`src/rtl/tmds_pkg.sv`:
```
// Shared TMDS definitions: control-token symbols, alignment FSM states and the
// decoded-symbol payload passed from the symbol decoder to the alignment logic.
package tmds_pkg;

  localparam int unsigned SYM_W  = 10;
  localparam int unsigned DATA_W = 8;
  localparam int unsigned CTRL_W = 2;

  // Control-period tokens, indexed by {C1,C0}; also used by tmds_encoder_dvi
  localparam logic [SYM_W-1:0] TOK_C00 = 10'b1101010100;
  localparam logic [SYM_W-1:0] TOK_C01 = 10'b0010101011;
  localparam logic [SYM_W-1:0] TOK_C10 = 10'b0101010100;
  localparam logic [SYM_W-1:0] TOK_C11 = 10'b1010101011;

  typedef enum logic [1:0] {
    ST_SEARCH = 2'd0,
    ST_SLIP   = 2'd1,
    ST_WAIT   = 2'd2,
    ST_LOCKED = 2'd3
  } state_e;

  typedef struct packed {
    logic [DATA_W-1:0] data;
    logic [CTRL_W-1:0] ctrl;
    logic              is_token;
  } sym_dec_t;

  // Counter width able to hold max_val, never narrower than one bit
  function automatic int unsigned cnt_w(input int unsigned max_val);
    return (max_val < 1) ? 1 : $clog2(max_val + 1);
  endfunction

endpackage

```
`src/rtl/tmds_symbol_decode.sv`:
```
// Combinational TMDS symbol decoder: recognises the four control tokens and
// undoes the XOR/XNOR transition coding and optional inversion of data symbols.
module tmds_symbol_decode
  import tmds_pkg::*;
(
  input  logic [SYM_W-1:0] i_sym,
  output sym_dec_t         o_dec_c
);

  logic [DATA_W-1:0] w_d;

  always_comb begin
    w_d = i_sym[9] ? ~i_sym[7:0] : i_sym[7:0];

    o_dec_c          = '0;
    o_dec_c.data[0]  = w_d[0];
    for (int i = 1; i < DATA_W; i++) begin
      o_dec_c.data[i] = i_sym[8] ? (w_d[i] ^ w_d[i-1]) : ~(w_d[i] ^ w_d[i-1]);
    end

    o_dec_c.is_token = 1'b1;
    case (i_sym)
      TOK_C00: o_dec_c.ctrl = 2'b00;
      TOK_C01: o_dec_c.ctrl = 2'b01;
      TOK_C10: o_dec_c.ctrl = 2'b10;
      TOK_C11: o_dec_c.ctrl = 2'b11;
      default: o_dec_c.is_token = 1'b0;
    endcase
  end

endmodule

```
`src/rtl/tmds_decoder_dvi.sv`:
```
// DVI TMDS channel receiver: hunts for word alignment using control-token runs,
// requests bit slips from the deserializer, and decodes symbols with 2-cycle latency.
module tmds_decoder_dvi
  import tmds_pkg::*;
#(
  parameter int unsigned SEARCH_LEN  = 4096,
  parameter int unsigned SLIP_WAIT   = 16,
  parameter int unsigned LOCK_TOKENS = 8,
  parameter int unsigned LOSS_LIMIT  = 4096
) (
  input  logic              i_clk,
  input  logic              i_rst,
  input  logic [SYM_W-1:0]  i_tmds,
  output logic [DATA_W-1:0] o_data,
  output logic [CTRL_W-1:0] o_ctrl,
  output logic              o_de,
  output logic              o_locked,
  output logic              o_bitslip
);

  localparam int unsigned SEARCH_W = cnt_w(SEARCH_LEN - 1);
  localparam int unsigned RUN_W    = cnt_w(LOCK_TOKENS);
  localparam int unsigned WAIT_W   = cnt_w(SLIP_WAIT - 1);
  localparam int unsigned LOSS_W   = cnt_w(LOSS_LIMIT - 1);

  localparam logic [SEARCH_W-1:0] SEARCH_LAST = SEARCH_W'(SEARCH_LEN - 1);
  localparam logic [RUN_W-1:0]    RUN_MAX     = RUN_W'(LOCK_TOKENS);
  localparam logic [RUN_W-1:0]    RUN_LAST    = RUN_W'(LOCK_TOKENS - 1);
  localparam logic [WAIT_W-1:0]   WAIT_LAST   = WAIT_W'(SLIP_WAIT - 1);
  localparam logic [LOSS_W-1:0]   LOSS_LAST   = LOSS_W'(LOSS_LIMIT - 1);

  logic                r_rst_meta;
  logic                r_rst_sync;
  logic [SYM_W-1:0]    r_sym;
  sym_dec_t            w_dec;

  state_e              r_state;
  state_e              w_state_nxt;
  logic [SEARCH_W-1:0] r_search;
  logic [SEARCH_W-1:0] w_search_nxt;
  logic [RUN_W-1:0]    r_run;
  logic [RUN_W-1:0]    w_run_nxt;
  logic [WAIT_W-1:0]   r_wait;
  logic [WAIT_W-1:0]   w_wait_nxt;
  logic [LOSS_W-1:0]   r_loss;
  logic [LOSS_W-1:0]   w_loss_nxt;
  logic                w_locked_nxt;

  logic [DATA_W-1:0]   r_data;
  logic [CTRL_W-1:0]   r_ctrl;
  logic                r_de;
  logic                r_locked;
  logic                r_bitslip;

  // Reset bridge: assertion propagates immediately, release is aligned to i_clk
  always_ff @(posedge i_clk or posedge i_rst) begin
    if (i_rst) begin
      r_rst_meta <= 1'b1;
      r_rst_sync <= 1'b1;
    end else begin
      r_rst_meta <= 1'b0;
      r_rst_sync <= r_rst_meta;
    end
  end

  always_ff @(posedge i_clk or posedge r_rst_sync) begin
    if (r_rst_sync) begin
      r_sym <= '0;
    end else begin
      r_sym <= i_tmds;
    end
  end

  tmds_symbol_decode u_symbol_decode (
    .i_sym   (r_sym),
    .o_dec_c (w_dec)
  );

  always_ff @(posedge i_clk or posedge r_rst_sync) begin
    if (r_rst_sync) begin
      r_state  <= ST_SEARCH;
      r_search <= '0;
      r_run    <= '0;
      r_wait   <= '0;
      r_loss   <= '0;
    end else begin
      r_state  <= w_state_nxt;
      r_search <= w_search_nxt;
      r_run    <= w_run_nxt;
      r_wait   <= w_wait_nxt;
      r_loss   <= w_loss_nxt;
    end
  end

  // Alignment FSM; a completed token run wins over search-window expiry
  always_comb begin
    w_state_nxt  = r_state;
    w_search_nxt = r_search;
    w_run_nxt    = r_run;
    w_wait_nxt   = r_wait;
    w_loss_nxt   = r_loss;

    case (r_state)
      ST_SEARCH: begin
        w_search_nxt = (r_search == SEARCH_LAST) ? r_search : r_search + SEARCH_W'(1);
        if (w_dec.is_token) begin
          w_run_nxt = (r_run == RUN_MAX) ? r_run : r_run + RUN_W'(1);
        end else begin
          w_run_nxt = '0;
        end
        if (w_dec.is_token && (r_run == RUN_LAST)) begin
          w_state_nxt = ST_LOCKED;
          w_loss_nxt  = '0;
        end else if (r_search == SEARCH_LAST) begin
          w_state_nxt = ST_SLIP;
        end
      end
      ST_SLIP: begin
        w_state_nxt = ST_WAIT;
        w_wait_nxt  = '0;
      end
      ST_WAIT: begin
        if (r_wait == WAIT_LAST) begin
          w_state_nxt  = ST_SEARCH;
          w_search_nxt = '0;
          w_run_nxt    = '0;
        end else begin
          w_wait_nxt = r_wait + WAIT_W'(1);
        end
      end
      ST_LOCKED: begin
        if (w_dec.is_token) begin
          w_loss_nxt = '0;
        end else if (r_loss == LOSS_LAST) begin
          w_state_nxt  = ST_SEARCH;
          w_search_nxt = '0;
          w_run_nxt    = '0;
        end else begin
          w_loss_nxt = r_loss + LOSS_W'(1);
        end
      end
      default: begin
        w_state_nxt = ST_SEARCH;
      end
    endcase

    w_locked_nxt = (w_state_nxt == ST_LOCKED);
  end

  // Output stage qualified by the lock state taking effect on this same edge
  always_ff @(posedge i_clk or posedge r_rst_sync) begin
    if (r_rst_sync) begin
      r_data    <= '0;
      r_ctrl    <= '0;
      r_de      <= 1'b0;
      r_locked  <= 1'b0;
      r_bitslip <= 1'b0;
    end else begin
      r_locked  <= w_locked_nxt;
      r_bitslip <= (w_state_nxt == ST_SLIP);
      if (!w_locked_nxt) begin
        r_data <= '0;
        r_ctrl <= '0;
        r_de   <= 1'b0;
      end else if (w_dec.is_token) begin
        r_de   <= 1'b0;
        r_ctrl <= w_dec.ctrl;
      end else begin
        r_de   <= 1'b1;
        r_data <= w_dec.data;
      end
    end
  end

  assign o_data    = r_data;
  assign o_ctrl    = r_ctrl;
  assign o_de      = r_de;
  assign o_locked  = r_locked;
  assign o_bitslip = r_bitslip;

endmodule

```
`config.mk`:
```
export PLATFORM = sky130hd
export DESIGN_NAME = tmds_decoder_dvi
export DESIGN_NICKNAME = d
export VERILOG_FILES = /design/src/rtl/tmds_pkg.sv /design/src/rtl/tmds_symbol_decode.sv /design/src/rtl/tmds_decoder_dvi.sv
export SDC_FILE = /design/constraint.sdc
export NUM_CORES = 1
export LEC_CHECK = 0
export ABC_AREA = 0
export CORE_ASPECT_RATIO = 0.75
export CORE_MARGIN = 2
export CORE_UTILIZATION = 40
export CTS_CLUSTER_DIAMETER = 80
export DETAILED_ROUTE_END_ITERATION = 12
export GPL_ROUTABILITY_DRIVEN = 0
export MAX_ROUTING_LAYER = met4
export PLACE_DENSITY = 0.58
export SYNTH_ARGS = -nofsm -noshare
export SYNTH_HDL_FRONTEND = slang
export SYNTH_SLANG_ARGS = --single-unit
```
`constraint.sdc`:
```
create_clock -name i_clk -period 1.73 [get_ports i_clk]
set_input_delay 0.173 -clock i_clk [delete_from_list [all_inputs] [get_ports i_clk]]
set_output_delay 0.173 -clock i_clk [all_outputs]
set_load 0.05 [all_outputs]
```
==> summary.md <==
| Metric | Value |
|---|---|
| Top_reg_cell synth | `dfrtp_1` |
| IR Drop Worst-Case VDD | `0.000581 V` |
| H-Tree Depth | `3` |
| Maximum clock skew at final layout | `6.50 ps` |
| Flop pwr share | `roughly half` |
| DR vias/cell | `just over 5` |
| IO Port Bufs | `24` |
| Final WL | `just over 8000 µm` |
| Die outline height | `79.2 µm` |
| Share of power burned in combinational logic | `5.0%` |
| Fraction of layout instances using a drive strength above 1 | `43.6%` |
| Period utilization | `125%` |
| Max-slew violation total from the final report | `0` |
| Flip-flop and latch count after synthesis | `59` |
| Unrepaired setup endpoints after global routing | `yes` |
| Arrival time of data at the critical path endpoint | `between 2000 and 2500 ps` |
| Number of iterations in the first detailed-routing pass | `5` |
| Boundary Pins | `25` |
| Layout area overhead | `60.1%` |
| Crit Path Class | `reg2reg` |
| Distinct cells, synth | `49` |
| Floorplan core area | `approximately 0.0073 mm²` |
| Critical Path Sink Type | `flip-flop` |
| Switching share of power | `23.6%` |
| CP Max Fanout | `7` |
| Net Sw Power | `approximately 660 µW` |
| GR Util All Layers | `20.7%` |
| R2R depth | `9` |
| Actual slew at the worst max-slew pin | `approximately 510 ps` |
| Worst-case headroom to the max-slew limit | `66.2%` |
| Cell Pwr Density | `about 580 mW/mm²` |
| Root buffer cell | `clkbuf_8` |
| Final net count | `482` |
| Routed len/inst | `14.3 µm` |
| Area of the multi-input gates | `0.00177 mm²` |
| Residual DRC count | `0` |
| First-pass GRT wire length | `~13000 µm` |
| Max-cap violations | `0` |
| Achievable frequency | `~460 MHz` |
| Initial core utilization | `41.1%` |
| Number of non-filler instances in the completed layout | `564` |
| Syn Inst Count | `317` |
| Number of flops mapped to enable cells by yosys | `0` |
| Setup WS post-layout | `-426 ps` |
| Total number of placement rows | `27` |
| Required time of the worst setup path | `approximately 2000 ps` |
| Crit path time final | `2160 ps` |
| Antenna fix cells | `0` |
| Worst hold margin | `approximately 160 ps` |
| Area of the die | `0.00825 mm²` |
| Setup Viol. Count Final | `43` |
| Leakage component of the power | `0.00230 µW` |
| Int Power | `2130 µW` |
| Async S/R FF share, synth | `100%` |
| Clock insertion delay at the later pin of the skew report | `340 ps` |
| Clock sink count | `just under 60` |
| Area taken by flip-flops and latches | `0.00148 mm²` |
| Maximum number of pins on one net before global-route repair | `58` |
| Violated checks | `setup timing` |
| CTS tree | `yes` |
| Dpl hpwl | `around 5300 µm` |
| Via count of the first global-routing pass | `around 2900` |
| DR vias | `approximately 2900` |
| Avg Synthesized Cell Area | `9.51 µm²` |
| Clock transition at the registers of the reported paths | `70 ps` |
| First DRT Iteration DRCs | `roughly 210` |
| Sequential-to-total area share from yosys stat | `49.1%` |
| Total standard cell area after synthesis | `0.00301 mm²` |
| Filler cell count in the final layout | `581` |
| Number of antenna violations at the first check in global routing | `0` |
| Post-Syn Nets | `341` |
| Number of buffers on the longest clock path | `2` |
| Kind of launch point of the worst setup path | `flip-flop` |
| Class of the tightest hold or removal check | `in2async` |
| Number of warnings reported in the yosys synthesis log | `0` |
| Number of nets with antenna violations after detailed routing | `0` |
| Part of the total power dissipated in the clock network | `between 40% and 50%` |
| Result of the run | `finished, violations left` |
| Placed cells | `524` |
| Grt total ovfl | `0` |
| Number of failing hold endpoints at the final stage | `0` |
| Number of buffers added by the clock tree synthesis step | `9` |
| Horizontal die dimension | `104 µm` |
-- repair_timing --
| item | CTS | global route |
|---|---|---|
| hold buffers | 0 | 0 |
| pin swaps | 36 | 25 |
| resized for setup | 68 | 32 |
| endpoints found under the hold margin | 0 | 0 |
| setup endpoints to repair | 43 | 47 |
| setup buffers | 16 | 10 |
-- power groups by stage --
stage	clock [µW]	combinational [µW]	sequential (µW)
3_3_place_gp	0	135	1430
2_1_floorplan	0	71.2	1430
5_1_grt	1340	155	1410
3_5_place_dp	0	136	1430
6_report	1240	140	1410
4_1_cts	1270	142	1410
-- cell type report --
type / count / area share (%)
multi-input cells: 234 / 36.7
well taps: 101 / 2.62
inverters: 14 / 1.17
clock inverters: 7 / 1.43
clock buffers: 9 / 2.57
repair buffers: 140 / 24.8
flip-flops and latches: 59 / 30.7
-- layer usage --
metal  share of wire [%]  global-route usage [%]  vias up
met4                0.89                    3.92        0
met2                  48                    33.0       57
met1                  47                    26.4     1396
li1                    -                       -     1430
met5                   0                       -        -
met3                 3.6                    6.49        7
-- layout by cell type (no fill, tap or decap), drive strengths merged, types with 3 or more instances in the layout --
cell type	netlist	final
o31ai	4	4
ha	12	12
and2	4	4
o21ai	39	39
nor2	37	37
dlymetal6s2s	0	4
clkinvlp	0	3
clkdlybuf4s50	0	19
inv	14	13
buf	5	117
a211oi	12	12
nor2b	4	4
nand2	25	25
a31oi	4	4
a21oi	18	18
clkinv	0	4
and3	6	6
dfrtp	57	57
nand3	16	16
nand4	10	10
and4	5	5
clkbuf	5	9
a41oi	4	4
xnor2	11	11
-- cells in the mapped netlist, types with 10 or more instances --
| cell type | count | area share, % |
|---|---|---|
| nand2_1 | 25 | 3.1 |
| nand4_1 | 10 | 2.1 |
| a211oi_1 | 12 | 3.0 |
| o21ai_1 | 10 | 1.7 |
| nor2_1 | 37 | 4.6 |
| inv_1 | 14 | 1.7 |
| ha_1 | 12 | 5.0 |
| o21ai_0 | 28 | 4.6 |
| dfrtp_1 | 57 | 47 |
| xnor2_1 | 11 | 3.2 |
| a21oi_1 | 18 | 3.0 |
| nand3_1 | 15 | 2.5 |
-- flip-flops by register name, summed over array words and instances (netlist names) --
name        flops
o_data          8
r_sym          10
r_search       12
r_rst_meta      1
o_ctrl          2
r_run           4
o_de            1
o_locked        1
o_bitslip       1
r_rst_sync      1
r_state         2
r_wait          4
r_loss         12
-- worst max-delay path: stages (launching register included) --
cell	delay (ps)
dfrtp_1	390
inv_2	50
ha_2	150
nor4bb_4	220
nand4_1	230
a211oi_2	340
and2_4	220
o22ai_4	110
buf_6	170
a211oi_2	190
-- worst paths after layout --
| kind | endpoint | slack [ps] | start |
|---|---|---|---|
| max in group asynchronous | r_wait[2] | 1150 | r_rst_sync |
| setup reg to reg | o_data[3] | -430 | r_sym[6] |
| hold / removal | r_rst_meta | 160 | i_rst |
| setup / recovery | o_data[3] | -430 | r_sym[6] |
| hold reg to reg | o_data[2] | 330 | r_rst_sync |
| min in group i_clk | r_sym[0] | 270 | i_tmds[0] |
-- kinds of logic (layout without fill, tap and decap cells) --
group | after synthesis | after routing | synth area share, %
AOI/OAI and AO/OA | 94 | 94 | 19.6
xor gates and xnor gates | 11 | 11 | 3.20
adders and majority gates | 12 | 12 | 4.98
buffers and inverters | 24 | 170 | 3.57
DFF | 59 | 59 | 49.1
muxes | 1 | 1 | 0.374
other | 1 | 1 | 0.124
and+or+nand+nor | 115 | 115 | 19.1
-- per-stage QoR --
step	TNS, ps	utilization, %	setup WS, ps	cell area [µm²]	power [µW]
5_1_grt	-19230	65.8	-575	4820	2910
3_3_place_gp	-12470	56.1	-441	4120	1570
6_report	-13390	65.8	-426	4820	2790
2_1_floorplan	-5540	-	-353	3120	1500
3_5_place_dp	-13810	56.1	-516	4120	1570
4_1_cts	-9090	63.4	-324	4650	2820
Note: power is estimated with default switching activity, not from simulation.
